--- src/rtl/pixel_frame_wr_ctrl.sv ---
// -----------------------------------------------------------------------------
// pixel_frame_wr_ctrl
//
// Writes a raster pixel stream into a two-bank frame buffer in block RAM.
// One bank is filled while the other is offered to a downstream reader. When
// both banks are full, the writer parks in HOLD and drops incoming pixels,
// flagging overflow. It resumes at the next frame boundary once the reader
// has released the bank the writer needs. An optional 2x2 decimation mode
// stores only pixels on even rows and even columns. The mode is latched at
// the first pixel of each frame.
//
// Ports
//   clk          : single clock, rising edge
//   rst          : synchronous active-high reset
//   start_i      : arms the writer (only honoured in IDLE)
//   decim_i      : 0 = full frame, 1 = 2x2 decimation (latched per frame)
//   pixel_i      : incoming pixel data
//   pixel_en_i   : pixel_i valid this cycle (raster order, gaps allowed)
//   rd_done_i    : reader releases the bank it is currently reading
//   ena_o/wea_o  : BRAM port enable / write strobe
//   addra_o      : BRAM write address (bank base + write index)
//   d2mema_o     : BRAM write data
//   wr_bank_o    : bank currently being written
//   rd_bank_o    : bank currently offered to the reader
//   rd_valid_o   : offered read bank holds a complete frame
//   frame_done_o : one-cycle pulse when a frame finishes writing
//   overflow_o   : sticky, pixels arrived while no bank was free
//   busy_o       : controller is not IDLE
//   frame_cnt_o  : completed frame count, wraps 255 -> 0
// -----------------------------------------------------------------------------
module pixel_frame_wr_ctrl #(
    parameter int PIX_W   = 8,
    parameter int MAX_ROW = 540,
    parameter int MAX_COL = 540,
    parameter int ADDR_W  = 20
) (
    input  logic              clk,
    input  logic              rst,
    input  logic              start_i,
    input  logic              decim_i,
    input  logic [PIX_W-1:0]  pixel_i,
    input  logic              pixel_en_i,
    input  logic              rd_done_i,
    output logic              ena_o,
    output logic              wea_o,
    output logic [ADDR_W-1:0] addra_o,
    output logic [PIX_W-1:0]  d2mema_o,
    output logic              wr_bank_o,
    output logic              rd_bank_o,
    output logic              rd_valid_o,
    output logic              frame_done_o,
    output logic              overflow_o,
    output logic              busy_o,
    output logic [7:0]        frame_cnt_o
);

    localparam int COL_W = (MAX_COL > 1) ? $clog2(MAX_COL) : 1;
    localparam int ROW_W = (MAX_ROW > 1) ? $clog2(MAX_ROW) : 1;

    localparam logic [ADDR_W-1:0] FRAME_PIX = ADDR_W'(MAX_ROW * MAX_COL);
    localparam logic [COL_W-1:0]  COL_LAST  = COL_W'(MAX_COL - 1);
    localparam logic [ROW_W-1:0]  ROW_LAST  = ROW_W'(MAX_ROW - 1);

    typedef enum logic [1:0] {
        ST_IDLE  = 2'd0,
        ST_WRITE = 2'd1,
        ST_HOLD  = 2'd2
    } state_t;

    // State and bookkeeping registers
    state_t              state_r,      state_s;
    logic [COL_W-1:0]    col_r,        col_s;
    logic [ROW_W-1:0]    row_r,        row_s;
    logic [ADDR_W-1:0]   widx_r,       widx_s;
    logic                decim_r,      decim_s;
    logic [1:0]          full_r,       full_s;
    logic                wr_bank_r,    wr_bank_s;
    logic                rd_bank_r,    rd_bank_s;
    logic                overflow_r,   overflow_s;
    logic [7:0]          frame_cnt_r,  frame_cnt_s;

    // Registered output stage
    logic                wr_r,         wr_s;
    logic [ADDR_W-1:0]   addra_r,      addra_s;
    logic [PIX_W-1:0]    d2mema_r,     d2mema_s;
    logic                frame_done_r, frame_done_s;
    logic                busy_r;
    logic                rd_valid_r;

    // Decode helpers
    logic                at_origin_s;
    logic                at_last_s;
    logic                rd_release_s;
    logic [1:0]          full_rel_s;
    logic                hold_exit_s;
    logic                writing_s;
    logic                decim_eff_s;
    logic                keep_pix_s;
    logic [ADDR_W-1:0]   bank_base_s;

    // Position decode, reader release and write qualification
    always_comb begin
        at_origin_s  = (col_r == {COL_W{1'b0}}) && (row_r == {ROW_W{1'b0}});
        at_last_s    = (col_r == COL_LAST) && (row_r == ROW_LAST);
        // A release is only meaningful when the offered bank is actually full.
        rd_release_s = rd_done_i && full_r[rd_bank_r];
        full_rel_s   = full_r;
        if (rd_release_s) begin
            full_rel_s[rd_bank_r] = 1'b0;
        end else begin
            full_rel_s = full_r;
        end
        // HOLD at a frame boundary with a free bank is itself a frame start,
        // so a pixel arriving in that same cycle is written, not dropped.
        hold_exit_s  = (state_r == ST_HOLD) && at_origin_s && !full_rel_s[wr_bank_r];
        writing_s    = (state_r == ST_WRITE) || hold_exit_s;
        // The decimation mode of a frame is taken from its first pixel.
        decim_eff_s  = at_origin_s ? decim_i : decim_r;
        keep_pix_s   = !decim_eff_s || (!col_r[0] && !row_r[0]);
        bank_base_s  = wr_bank_r ? FRAME_PIX : {ADDR_W{1'b0}};
    end

    // Next-state, counter, bank and output logic
    always_comb begin
        state_s      = state_r;
        col_s        = col_r;
        row_s        = row_r;
        widx_s       = widx_r;
        decim_s      = decim_r;
        full_s       = full_rel_s;
        wr_bank_s    = wr_bank_r;
        rd_bank_s    = rd_release_s ? ~rd_bank_r : rd_bank_r;
        overflow_s   = overflow_r;
        frame_cnt_s  = frame_cnt_r;
        wr_s         = 1'b0;
        addra_s      = addra_r;
        d2mema_s     = d2mema_r;
        frame_done_s = 1'b0;

        case (state_r)
            ST_IDLE: begin
                if (start_i) begin
                    state_s = ST_WRITE;
                    col_s   = {COL_W{1'b0}};
                    row_s   = {ROW_W{1'b0}};
                    widx_s  = {ADDR_W{1'b0}};
                end else begin
                    state_s = ST_IDLE;
                end
            end

            ST_WRITE, ST_HOLD: begin
                if (pixel_en_i) begin
                    // Raster position tracks the input even while dropping.
                    if (col_r == COL_LAST) begin
                        col_s = {COL_W{1'b0}};
                        if (row_r == ROW_LAST) begin
                            row_s = {ROW_W{1'b0}};
                        end else begin
                            row_s = row_r + ROW_W'(1);
                        end
                    end else begin
                        col_s = col_r + COL_W'(1);
                    end

                    if (at_origin_s) begin
                        decim_s = decim_i;
                    end else begin
                        decim_s = decim_r;
                    end

                    if (writing_s) begin
                        if (keep_pix_s) begin
                            wr_s     = 1'b1;
                            addra_s  = bank_base_s + widx_r;
                            d2mema_s = pixel_i;
                            widx_s   = widx_r + ADDR_W'(1);
                        end else begin
                            widx_s   = widx_r;
                        end

                        if (at_last_s) begin
                            frame_done_s      = 1'b1;
                            full_s[wr_bank_r] = 1'b1;
                            wr_bank_s         = ~wr_bank_r;
                            frame_cnt_s       = frame_cnt_r + 8'd1;
                            widx_s            = {ADDR_W{1'b0}};
                            // The release above already counts, so a bank freed
                            // this cycle lets the writer carry straight on.
                            state_s = full_rel_s[~wr_bank_r] ? ST_HOLD : ST_WRITE;
                        end else begin
                            state_s = ST_WRITE;
                        end
                    end else begin
                        overflow_s = 1'b1;
                        state_s    = ST_HOLD;
                    end
                end else if (hold_exit_s) begin
                    state_s = ST_WRITE;
                end else begin
                    state_s = state_r;
                end
            end

            default: begin
                state_s = ST_IDLE;
            end
        endcase
    end

    // State, bookkeeping and output registers with synchronous reset
    always_ff @(posedge clk) begin
        if (rst) begin
            state_r      <= ST_IDLE;
            col_r        <= {COL_W{1'b0}};
            row_r        <= {ROW_W{1'b0}};
            widx_r       <= {ADDR_W{1'b0}};
            decim_r      <= 1'b0;
            full_r       <= 2'b00;
            wr_bank_r    <= 1'b0;
            rd_bank_r    <= 1'b0;
            overflow_r   <= 1'b0;
            frame_cnt_r  <= 8'd0;
            wr_r         <= 1'b0;
            addra_r      <= {ADDR_W{1'b0}};
            d2mema_r     <= {PIX_W{1'b0}};
            frame_done_r <= 1'b0;
            busy_r       <= 1'b0;
            rd_valid_r   <= 1'b0;
        end else begin
            state_r      <= state_s;
            col_r        <= col_s;
            row_r        <= row_s;
            widx_r       <= widx_s;
            decim_r      <= decim_s;
            full_r       <= full_s;
            wr_bank_r    <= wr_bank_s;
            rd_bank_r    <= rd_bank_s;
            overflow_r   <= overflow_s;
            frame_cnt_r  <= frame_cnt_s;
            wr_r         <= wr_s;
            addra_r      <= addra_s;
            d2mema_r     <= d2mema_s;
            frame_done_r <= frame_done_s;
            busy_r       <= (state_s != ST_IDLE);
            rd_valid_r   <= full_s[rd_bank_s];
        end
    end

    assign ena_o        = wr_r;
    assign wea_o        = wr_r;
    assign addra_o      = addra_r;
    assign d2mema_o     = d2mema_r;
    assign wr_bank_o    = wr_bank_r;
    assign rd_bank_o    = rd_bank_r;
    assign rd_valid_o   = rd_valid_r;
    assign frame_done_o = frame_done_r;
    assign overflow_o   = overflow_r;
    assign busy_o       = busy_r;
    assign frame_cnt_o  = frame_cnt_r;

endmodule

--- config.mk ---
export PLATFORM = sky130hd
export DESIGN_NAME = pixel_frame_wr_ctrl
export DESIGN_NICKNAME = d
export VERILOG_FILES = /design/src/rtl/pixel_frame_wr_ctrl.sv
export SDC_FILE = /design/constraint.sdc
export NUM_CORES = 1
export LEC_CHECK = 0
export CAP_MARGIN = 30
export CELL_PAD_IN_SITES_DETAIL_PLACEMENT = 1
export CELL_PAD_IN_SITES_GLOBAL_PLACEMENT = 2
export CORE_ASPECT_RATIO = 0.75
export CORE_MARGIN = 3
export CORE_UTILIZATION = 25
export CTS_CLUSTER_SIZE = 14
export DETAILED_ROUTE_END_ITERATION = 8
export GPL_TIMING_DRIVEN = 0
export PLACE_DENSITY_LB_ADDON = 0.12
export RECOVER_POWER = 50
export SLEW_MARGIN = 20
export SYNTH_ARGS = -nofsm -noshare
export SYNTH_HDL_FRONTEND = slang
export SYNTH_SLANG_ARGS = --single-unit
--- constraint.sdc ---
create_clock -name clk -period 3.8 [get_ports clk]
set_clock_uncertainty 0.1 [all_clocks]
set_input_delay 0.76 -clock clk [delete_from_list [all_inputs] [get_ports clk]]
set_output_delay 0.76 -clock clk [all_outputs]
set_load 0.01 [all_outputs]
; ---- Word level (Yosys, flattened, before mapping)
; Cells that the tools add are included.
[op_classes]
reduce_logical = 28
n_addsub = 5
mux = 43
n_lt_le_gt_ge = 6
n_eq_ne = 9
bitwise_logic = 8
[ops]
columns = op, n
row1 = $mux 20, 5
row2 = $mux 10, 6
row3 = $pmux 10 s2, 2
row4 = $pmux 20 s2, 1
row5 = $add 10x1->10 const B, 2
row6 = $add 19x20->20, 1
row7 = $add 20x1->20 const B, 1
row8 = $eq 10x10->1 const B, 2
row9 = $logic_not 10->1, 2
row10 = $mux 2, 10
row11 = $mux 19, 1
row12 = $mux 1, 15
row13 = $reduce_and 4->1, 3
row14 = $add 8x1->8 const B, 1
row15 = $logic_and 1x1->1, 8
row16 = $lt 1x2->1 const B, 4
row17 = $ne 2x2->1 const B, 4
row18 = $reduce_and 3->1, 2
row19 = $not 1->1, 5
row20 = $reduce_and 5->1, 1
row21 = $logic_not 1->1, 4
row22 = $pmux 2 s2, 1
row23 = $reduce_bool 2->1, 2
row24 = $reduce_or 4->1, 1
row25 = other kinds (12), 15
[word_totals]
output_inout_bits = 44
reg_bits = 88
inputBits = 14

; ---- Depth between registers and ports, before layout
[depth]
depth_word = 17
ltp_mapped = 11
depth_no_buf = 9

; ---- Worst setup path after synthesis
; OpenSTA, ideal clock, no wires.
[synth_timing]
path_kind = register to register
start = register col_r[0]
end = register widx_r[17]
required_time_ps = 3630
period_less_slack_ps = 2667
path_stages_with_launch = 11
path_slack_ps = 1133
setup_ps = 70
arrival_time_ps = 2497
path_cell_list = dfxtp_1 > inv_1 > ha_1 > or4bb_4 > or4_4 > o21ai_2 > a2111o_2 > buf_6 > nand4_4 > or3_1 > a21oi_1
[synth_via]
elab_chain_cells = 7
elab_cells_between_ends = 19
[synth_lines]
columns = element, line
row1 = from (decl), 72  ; logic [COL_W-1:0] col_r, col_s;
row2 = from (signal assigned), 215  ; col_r <= {COL_W{1'b0}};
row3 = from (signal assigned), 232  ; col_r <= col_s;
row4 = $logic_not 10->1, 103  ; at_origin_s = (col_r == {COL_W{1'b0}}) && (row_r == {ROW_W{1'b0}});
row5 = $logic_and 1x1->1, 103
row6 = $mux 1 or $logic_and 1x1->1 (tied branches), -
row7 = $logic_not 1->1 or $logic_and 1x1->1 (tied branches), "119, 115"
row8 = "$logic_or 1x1->1, on equally long branches", "119, 116"
row9 = $ne 3x3->1 (no source line) or $ne 2x2->1 (tied branches), -
row10 = $reduce_and 5->1 (no source line), -
row11 = to (signal assigned), 217  ; widx_r <= {ADDR_W{1'b0}};
row12 = to (signal assigned), 234  ; widx_r <= widx_s;
row13 = to (decl), 74  ; logic [ADDR_W-1:0] widx_r, widx_s;
; Parallel ways exist; a longest one is shown, timed or not. The select of a mux whose other input is x is not followed.
; A chain may end at the register's enable or synchronous reset.

; ---- Final worst setup path
[layout_timing]
start = input port rd_done_i
end = register addra_r[19], in the netlist addra_o[19]
[layout_via]
elab_chain_cells = 8
[layout_lines]
columns = element, line
row1 = from (decl), 43  ; input logic rd_done_i,
row2 = $logic_and 1x1->1, 106  ; rd_release_s = rd_done_i && full_r[rd_bank_r];
row3 = $mux 2, 108  ; if (rd_release_s) begin
row4 = $mux 1 (not written as such) (2 in a row), 115  ; hold_exit_s = (state_r == ST_HOLD) && at_origin_s && !full_rel_s[wr_bank_r];
row5 = $logic_not 1->1, 115
row6 = $logic_and 1x1->1, 115
row7 = $logic_or 1x1->1, 116  ; writing_s = (state_r == ST_WRITE) || hold_exit_s;
row8 = $reduce_and 4->1 (no source line), -
row9 = to (signal assigned), 225  ; addra_r <= {ADDR_W{1'b0}};
row10 = to (signal assigned), 242  ; addra_r <= addra_s;
row11 = to (decl), 84  ; logic [ADDR_W-1:0] addra_r, addra_s;
; Every way passes these cells. The select of a mux whose other input is x is not followed.

==> reports/metrics.csv <==
metric;value;unit
Avg WL per Cell;16.1;um
CTS tree;built;
clk slew on worst S/H paths;70;ps
starting density of the core;25.8;%
Slew headroom;51.5;%
syn avg cell area;8.47;um^2
distinct cell type count after synthesis;61;
worst-margin pin slew;721;ps
Pint;0.00160;W
GRT Total Usage;14.4;%
peak supply drop;0.178;mV
FF+latch count, synth;88;
XOR/XNOR Fraction of Synth Area;8.59;%
largest area contributor in the netlist;dfxtp_1;
Buffers on Ports;57;
grt ovf;0;
Syn Nets;550;
Final HPWL DP;10000;um
cell family with most CP delay;compound AO/OA/AOI/OAI gates;
Worst setup EP type;flop;
ranking of synthesized cells by area;dfxtp_1 (40%), xor2_1 (5.8%), nand2_1 (5.6%), nor2_1 (5.3%), a21oi_1 (5.1%);
setup fix buffers added after clock tree synthesis;0;
DRC viols;0;
Fill cells;2038;
Post-layout nets;618;
Final GP Congestion;0.751;
Async S/R FF share, synth;0;%
io pins;58;
pwr dens;386;mW/mm^2
combinational share of power;10.1;%
clk sink count;88;
final hold vios;0;
cells along the critical path;dlygate4sd3_1 > a21bo_2 > o221a_2 > a31oi_2 > nor2_1 > o21ai_0 > clkbuf_1 > nor2_1 > a21o_1;
vias in the first global route;3904;
die area;0.0192;mm^2
clock tree buffer depth;2;
largest net degree at the start of global routing;17;
Tmin final;3340;ps
Fmax;299;MHz
CTS buffer count;9;
Post-CTS Resized;0;
final setup violating endpoints;0;
period utilization;88.0;%
Post-DP Area;0.00525;mm^2
global-route wire length before repair;21800;um
Vias/cell;4.64;
Synth Area in Adders;5.13;%
via count;3834;
Antenna Nets Post-Route;0;
Area Overhead vs Synth;27.1;%
Finished Cell Area;0.00557;mm^2
dominant synthesized flop cell;dfxtp_1;
Post-Route WL;13300;um
crit path kind;in2reg;
Startpoint Class;input pin;
Yosys top cell area share;40.2;%
layout cells sized above 1;7.95;%
Post-Layout Cell Count;827;
Compound-Gate Fraction of Synth Area;14.0;%
Netlist Area Pre-Place;0.00439;mm^2
initial antenna violation count;0;
H-tree Lvls;3;
required time worst endpoint;3950;ps
status;completed;
DRT Pass-1 Iters;4;
synthesized instance count;518;
Largest stage delay, worst path;610;ps
row count;41;
Static Leakage;2.12;nW
Commonest cells post-synth;dfxtp_1 (88), nand2_1 (66), nor2_1 (62);
Seq/Total Area, Yosys;40.2;%
simple-gate share of the synthesized area;26.7;%
WP buf/inv;2;
most common cell in the netlist;dfxtp_1;
total power;0.00215;W
Final Util;32.7;%
CTS Hold Bufs;0;
largest family of logic cells by synthesized area;simple AND/OR/NAND/NOR gates;
# Max-Cap Violations;0;
switching part of the total;25.6;%
Root Buffer;clkbuf_16;
clock group share of total power;45.6;%
crit-path max FO;10;
Iteration-0 DRC Markers;160;
aggregate negative setup slack;0;ps
Cells after DPL;811;
Switching Power;0.000551;W
core area;0.0170;mm^2
WP data arrival;3490;ps
Post-synth EDFFs;0;
Yosys warning count;0;
Final Max Tran Viols;0;
slowest CP cell;dlygate4sd3_1;
number of inserted diodes;0;
Skew-Pair Late Insertion Delay;360;ps
Flop pwr share;44.3;%
Hold WC Path Type;reg2reg;
Crit path top cell by count;nor2_1;
RSZ-0062 raised after global routing;no;
post-synthesis mux area share;0.941;%
Die Wd;159;um
Die Span Y;121;um
[stage by stage]
step / hold WS, ps / setup WS [ps]
floorplan: 361 / 1130
global placement: 341 / 123
detailed placement: 347 / 147
CTS: 357 / 522
global route: 376 / 200
finish: 353 / 456
[placed cells by master (no fill, tap or decap), types with 4 or more instances in the layout]
master,n
dfxtp_1,88
nand2_1,66
nor2_1,62
dlygate4sd3_1,46
a21oi_1,45
xor2_1,29
o21ai_0,20
ha_1,18
inv_1,16
nand4_1,16
nand3_1,15
xnor2_1,14
clkbuf_1,13
or3_1,12
clkdlybuf4s50_1,11
clkbuf_16,9
and3_1,8
nor3_1,7
a211oi_1,7
nand2b_1,6
buf_2,5
nor4_1,4
or2_2,4
and2_1,4
[kinds of logic after synthesis]
family,count (synthesis)
AND/OR/NAND/NOR,228
adder cells (fa/ha/maj),18
flip-flops,88
multiplexers,4
buffers and inverters,38
XOR/XNOR,43
AO/OA/AOI/OAI,99
[area by class of cell]
cell class / instances / area, um^2 / area share, %
multi-input combinational: 392 / 2430 / 43.6
sequential: 88 / 1760 / 31.6
timing repair buffer: 57 / 571 / 10.2
tap: 236 / 295 / 5.30
clock buffer: 10 / 229 / 4.11
buffer: 22 / 136 / 2.45
clock inverter: 6 / 92.6 / 1.66
inverter: 16 / 60.1 / 1.08
[layer usage]
| metal | up-vias | share of wire, % | global-route usage [%] |
|---|---|---|---|
| met4 | 0 | 1.4 | 4.32 |
| met1 | 1831 | 53 | 20.5 |
| met3 | 13 | 3.1 | 3.56 |
| li1 | 1948 | - | - |
| met2 | 42 | 43 | 21.4 |
| met5 | - | 0 | 0 |
[final timing paths]
path | slack [ps] | from | depth (start not counted) | endpoint
setup / recovery | 460 | rd_done_i | 9 | addra_o[19]
hold / removal | 350 | d2mema_o[7] | 2 | d2mema_o[7]
setup reg to reg | 620 | state_r[0] | 10 | row_r[7]
hold reg to reg | 350 | d2mema_o[7] | 2 | d2mema_o[7]
[power groups by stage]
stage / registers [W] / logic, W / clock network, W
final: 0.000954 / 0.000218 / 0.000982
after detailed placement: 0.000976 / 0.000225 / 0
after global placement: 0.000976 / 0.000224 / 0
after floorplan: 0.000974 / 0.000139 / 0
after CTS: 0.000955 / 0.000227 / 0.00102
after global routing: 0.000957 / 0.000244 / 0.00105
[sequential cells by signal, indices dropped and copies added (netlist names)]
signal	count
ena_o	1
widx_r	20
rd_bank_o	1
decim_r	1
rd_valid_o	1
frame_done_o	1
wr_bank_o	1
d2mema_o	8
full_r	2
overflow_o	1
row_r	10
frame_cnt_o	8
addra_o	20
col_r	10
busy_o	1
state_r	2
[worst register-to-register path: cells and delay by family (launching register included)]
kind                     cells  cell delay, ps
adder cells (fa/ha/maj)      1             500
multiplexers                 1             250
AO/OA/AOI/OAI                2             330
AND/OR/NAND/NOR              3             860
buffers and inverters        3             650
flip-flops                   1             400
(Power assumes the default switching activity.)
